--- src/rtl/ttc_intr_status_lite24_if.sv ---
// Counter-to-collector interrupt level bundle for one lite timer channel.
// The counter drives the levels; the status collector consumes them.
interface ttc_intr_status_lite24_if;
  logic       interval_intr24;
  logic [3:1] match_intr24;
  logic       overflow_intr24;

  modport master (
    output interval_intr24,
    output match_intr24,
    output overflow_intr24
  );

  modport slave (
    input interval_intr24,
    input match_intr24,
    input overflow_intr24
  );
endinterface

--- src/rtl/ttc_intr_status_lite24.sv ---
// Sticky interrupt status, overrun flag, enable mask and registered irq
// for one lite timer-counter channel.
module ttc_intr_status_lite24 (
  input  logic                     n_p_reset24,
  input  logic                     pclk24,
  input  logic [15:0]              pwdata24,
  input  logic                     intr_en_reg_sel24,
  input  logic                     intr_status_rd24,
  ttc_intr_status_lite24_if.slave  cnt_if,
  output logic [5:0]               intr_status_out24,
  output logic [5:0]               intr_en_reg_out24,
  output logic                     irq24
);

  logic [4:0] w_src;
  logic [4:0] w_rise;
  logic       w_ovr_set;
  logic [5:0] w_stat_nxt;
  logic       w_unused_pwdata;

  logic [4:0] r_prev;
  logic [5:0] r_stat;
  logic [5:0] r_en;
  logic       r_irq;

  assign w_src = {cnt_if.overflow_intr24,
                  cnt_if.match_intr24,
                  cnt_if.interval_intr24};

  assign w_unused_pwdata = ^pwdata24[15:6];

  // A new event always wins over a coincident clear-on-read.
  always_comb begin
    w_rise     = w_src & ~r_prev;
    w_ovr_set  = (|(w_rise & r_stat[4:0])) & ~intr_status_rd24;
    w_stat_nxt = r_stat;
    w_stat_nxt[4:0] = w_rise
                    | (intr_status_rd24 ? 5'b0 : r_stat[4:0]);
    w_stat_nxt[5]   = w_ovr_set
                    | (~intr_status_rd24 & r_stat[5]);
  end

  always_ff @(posedge pclk24 or negedge n_p_reset24) begin
    if (!n_p_reset24) begin
      r_prev <= 5'b0;
      r_stat <= 6'b0;
      r_en   <= 6'b0;
      r_irq  <= 1'b0;
    end else begin
      r_prev <= w_src;
      r_stat <= w_stat_nxt;
      if (intr_en_reg_sel24)
        r_en <= pwdata24[5:0];
      r_irq  <= |(r_stat & r_en);
    end
  end

  assign intr_status_out24 = r_stat;
  assign intr_en_reg_out24 = r_en;
  assign irq24             = r_irq;

endmodule
--- src/flat_wrapper.sv ---
// flat-port wrapper written by rule: the top's interface ports become plain ports
module ttc_intr_status_lite24_flat 
  (n_p_reset24, pclk24, pwdata24, intr_en_reg_sel24, intr_status_rd24, intr_status_out24, intr_en_reg_out24, irq24, cnt_if_interval_intr24, cnt_if_match_intr24, cnt_if_overflow_intr24);
  ttc_intr_status_lite24_if cnt_if_i ();
  input  logic n_p_reset24;
  input  logic pclk24;
  input  logic [15:0] pwdata24;
  input  logic intr_en_reg_sel24;
  input  logic intr_status_rd24;
  output logic [5:0] intr_status_out24;
  output logic [5:0] intr_en_reg_out24;
  output logic irq24;
  input wire logic [$bits(cnt_if_i.interval_intr24)-1:0] cnt_if_interval_intr24;
  input wire logic [$bits(cnt_if_i.match_intr24)-1:0] cnt_if_match_intr24;
  input wire logic [$bits(cnt_if_i.overflow_intr24)-1:0] cnt_if_overflow_intr24;
  assign cnt_if_i.interval_intr24 = cnt_if_interval_intr24;
  assign cnt_if_i.match_intr24 = cnt_if_match_intr24;
  assign cnt_if_i.overflow_intr24 = cnt_if_overflow_intr24;
  ttc_intr_status_lite24 u_core (.n_p_reset24(n_p_reset24), .pclk24(pclk24), .pwdata24(pwdata24), .intr_en_reg_sel24(intr_en_reg_sel24), .intr_status_rd24(intr_status_rd24), .cnt_if(cnt_if_i), .intr_status_out24(intr_status_out24), .intr_en_reg_out24(intr_en_reg_out24), .irq24(irq24));
endmodule
--- config.mk ---
export PLATFORM = sky130hd
export DESIGN_NAME = ttc_intr_status_lite24_flat
export DESIGN_NICKNAME = d
export VERILOG_FILES = /design/src/rtl/ttc_intr_status_lite24_if.sv /design/src/rtl/ttc_intr_status_lite24.sv /design/src/flat_wrapper.sv
export SDC_FILE = /design/constraint.sdc
export NUM_CORES = 1
export LEC_CHECK = 0
export ABC_CLOCK_PERIOD_IN_PS = 1150
export BUFFER_PORTS_ARGS = -buffer_cell sky130_fd_sc_hd__buf_2
export CELL_PAD_IN_SITES_DETAIL_PLACEMENT = 2
export CELL_PAD_IN_SITES_GLOBAL_PLACEMENT = 2
export CORE_AREA = 2 2 54 56
export CTS_BUF_LIST = sky130_fd_sc_hd__clkbuf_8
export CTS_CLUSTER_DIAMETER = 30
export CTS_CLUSTER_SIZE = 14
export DETAILED_ROUTE_END_ITERATION = 7
export DIE_AREA = 0 0 56 58
export PLACE_DENSITY = 0.73
export SLEW_MARGIN = 0
export SYNTH_ARGS = -nofsm -noshare
export SYNTH_HDL_FRONTEND = slang
export SYNTH_SLANG_ARGS = --single-unit
--- constraint.sdc ---
create_clock -name pclk24 -period 1.15 [get_ports pclk24]
set_input_delay 0.115 -clock pclk24 [delete_from_list [all_inputs] [get_ports pclk24]]
set_output_delay 0.115 -clock pclk24 [all_outputs]
set_load 0.02 [all_outputs]
==> reports/qor.txt <==
status - finished, final reports clean
DP HPWL - 1.30 mm
Nets - 104
Hold-fix buffers, CTS - 1
CP delay by family, top - flip-flops
met2 wire length - 832 um
Required @ worst endpoint - 1270 ps
Cell variety after synth - 9
routed wire length - 1.59 mm
top cells by count, synth - dfrtp_1, inv_1, mux2_4
Top FF cell, synth - dfrtp_1
TritonCTS Sinks - 18
CP startpoint - u_core.intr_status_out24[0]
cell count after synthesis - 46
synthesized area per cell - 15.0 um2
CP startpoint kind - register
Post-Layout Cell Count - 109
worst reg2reg path startpoint - u_core.intr_status_out24[0]
Ports - 38
Synth async-reset ratio - 1.00
Vias per Instance - 4.61
minimum clock period - 1000 ps
Highest Signal Layer - met3
residual DRC count - 0
top post-synthesis cells by area - dfrtp_1, mux2_4, a22o_1
CTS Buf Count - 3
VDD IR max - 0.872 mV
CTS H-Tree Depth - 1
Seq pwr share - 0.498
Syn Nets - 71
vias in the first global route - 571
Iter 0 DRT Violations - 6
worst slew pin tran - 398 ps
share of cells above drive strength 1 - 0.474
register bit total from synthesis - 18
setup tns final - 0 ps
WS Path Type - reg2reg
period utilization - 0.872
Worst setup EP type - register
routed vias - 503
Slowest cell on crit path - dfrtp_1
Max Clock Skew - 0.895 ps
Final Hold Vio Count - 0
clk buf depth - 2
# setup viols final - 0
P_int - 1.11 mW
Max Freq - 997 MHz
Rows - 19
Reg area - 450 um2
Final Util - 0.348
Worst Path Arrival - 1120 ps
register area share after synthesis - 0.655
CTS tree - done
Root Buffer - clkbuf_8
Layout area overhead - 34.5%
met1 wire length - 681 um
min-delay src - cnt_if_match_intr24[0]
area of the multi-input gates - 204 um2
crit-path cells - and3b_1 -> a31oi_1 -> a31oi_1
largest net degree at the start of global routing - 19
DRT antenna net count - 0
Comb pwr share - 0.168
global-route wire length before repair - 2.70 mm
Clock transition at path regs - 60 ps
Slew Viols, Final - 0
yosys warns - 0
routed len/inst - 14.6 um
full die area - 3250 um2
die height - 58 um
Yosys top cell by area - dfrtp_1
Core ar. - 2660 um2
placed cells - 103
clk_lat worst skew - 240 ps
Switching Share - 0.251
Slowest Stage Delay on Critical Path - 420 ps
net switching power - 0.370 mW
leak pwr - 0.486 nW
EDFF count, synth - 0
Pre-Repair DR Iteration Count - 3
Port Buf Inserts - 27
max_cap viols - 0
post-CTS setup buffers - 0
worst path bufs/invs - 0
top-count cell post-synth - dfrtp_1
Power per Cell Area - 1590 nW/um2
die width - 56 um
gr ovfl total - 0
Initial Util - 0.258
FILL cells - 301
Rel. slew slack - 0.734
RSZ-0062 raised after global routing - no
initial antenna violation count - 0
Synth top area share - 0.655
clock share of power - 0.334
Crit path top cell by count - a31oi_1
routability congestion estimate - 0.733
post-CTS sizing - 0
class of the worst hold path - in2reg
Max FO, Critical Path - 4
Total GRT Usage - 0.108
number of diodes - 0
Post-Syn Area - 688 um2
routed wl met3 - 76 um
## metal layers
layer	vias up	track usage
li1	230	-
met2	16	0.193
met1	257	0.136
met3	0	0.0223
met4	0	0.0204
met5	-	0
## cells in the final DEF (no fill, tap or decap)
cell / synthesis / layout
a22o_1: 5 / 5
a22oi_1: 3 / 3
a31oi_1: 4 / 4
and3b_1: 2 / 2
buf_2: 0 / 27
clkbuf_8: 0 / 4
dfrtp_1: 18 / 18
dlygate4sd3_1: 0 / 2
inv_1: 6 / 6
mux2_4: 6 / 6
nand3_1: 1 / 1
## registers in the layout, summed over array words and instances (netlist names)
signal                    cells
u_core.intr_en_reg_out24      6
u_core.intr_status_out24      6
u_core.r_prev                 5
u_core.irq24                  1
## cell type report
cell class / instances / share of cell area
clock buffers: 4 / 0.0595
well taps: 31 / 0.0419
inverters: 6 / 0.0243
flip-flops and latches: 18 / 0.486
multi-input cells: 21 / 0.220
repair buffers: 29 / 0.168
## power groups by stage
stage               logic [mW]  clock network [mW]  registers, mW
global route             0.271               0.538          0.746
floorplan               0.0848                   0          0.795
finish                   0.247               0.493          0.736
CTS                      0.250               0.503          0.737
detailed placement       0.246                   0          0.749
global placement         0.240                   0          0.743
## cells by family (layout without fill, tap and decap cells)
logic type,count (synthesis),after routing,share of synthesized area
multiplexers,6,6,0.131
AO/OA/AOI/OAI,12,12,0.133
flip-flops,18,18,0.655
AND/OR/NAND/NOR,3,3,0.0327
buffers and inverters,7,39,0.0491
## metrics by stage
step	worst slack [ps]	instance area, um2	power [mW]	hold WS [ps]
after detailed placement	147	851	0.995	65.4
final	147	926	1.48	2.34
after global placement	177	851	0.983	61.5
after global routing	65.5	926	1.55	0.114
after CTS	140	916	1.49	0.922
after floorplan	157	688	0.880	-181
## path summary, 6_finish.rpt
kind	cells after the start	endpoint	slack [ps]
setup / recovery	3	u_core.intr_status_out24[5]	150
hold / removal	1	u_core.r_prev[1]	2
setup reg to reg	3	u_core.intr_status_out24[5]	150
hold reg to reg	1	u_core.intr_en_reg_out24[2]	540
max in group asynchronous	2	u_core.intr_status_out24[3]	550
min in group asynchronous	2	u_core.intr_status_out24[1]	320
No activity file was read; power rests on OpenSTA's default activity.
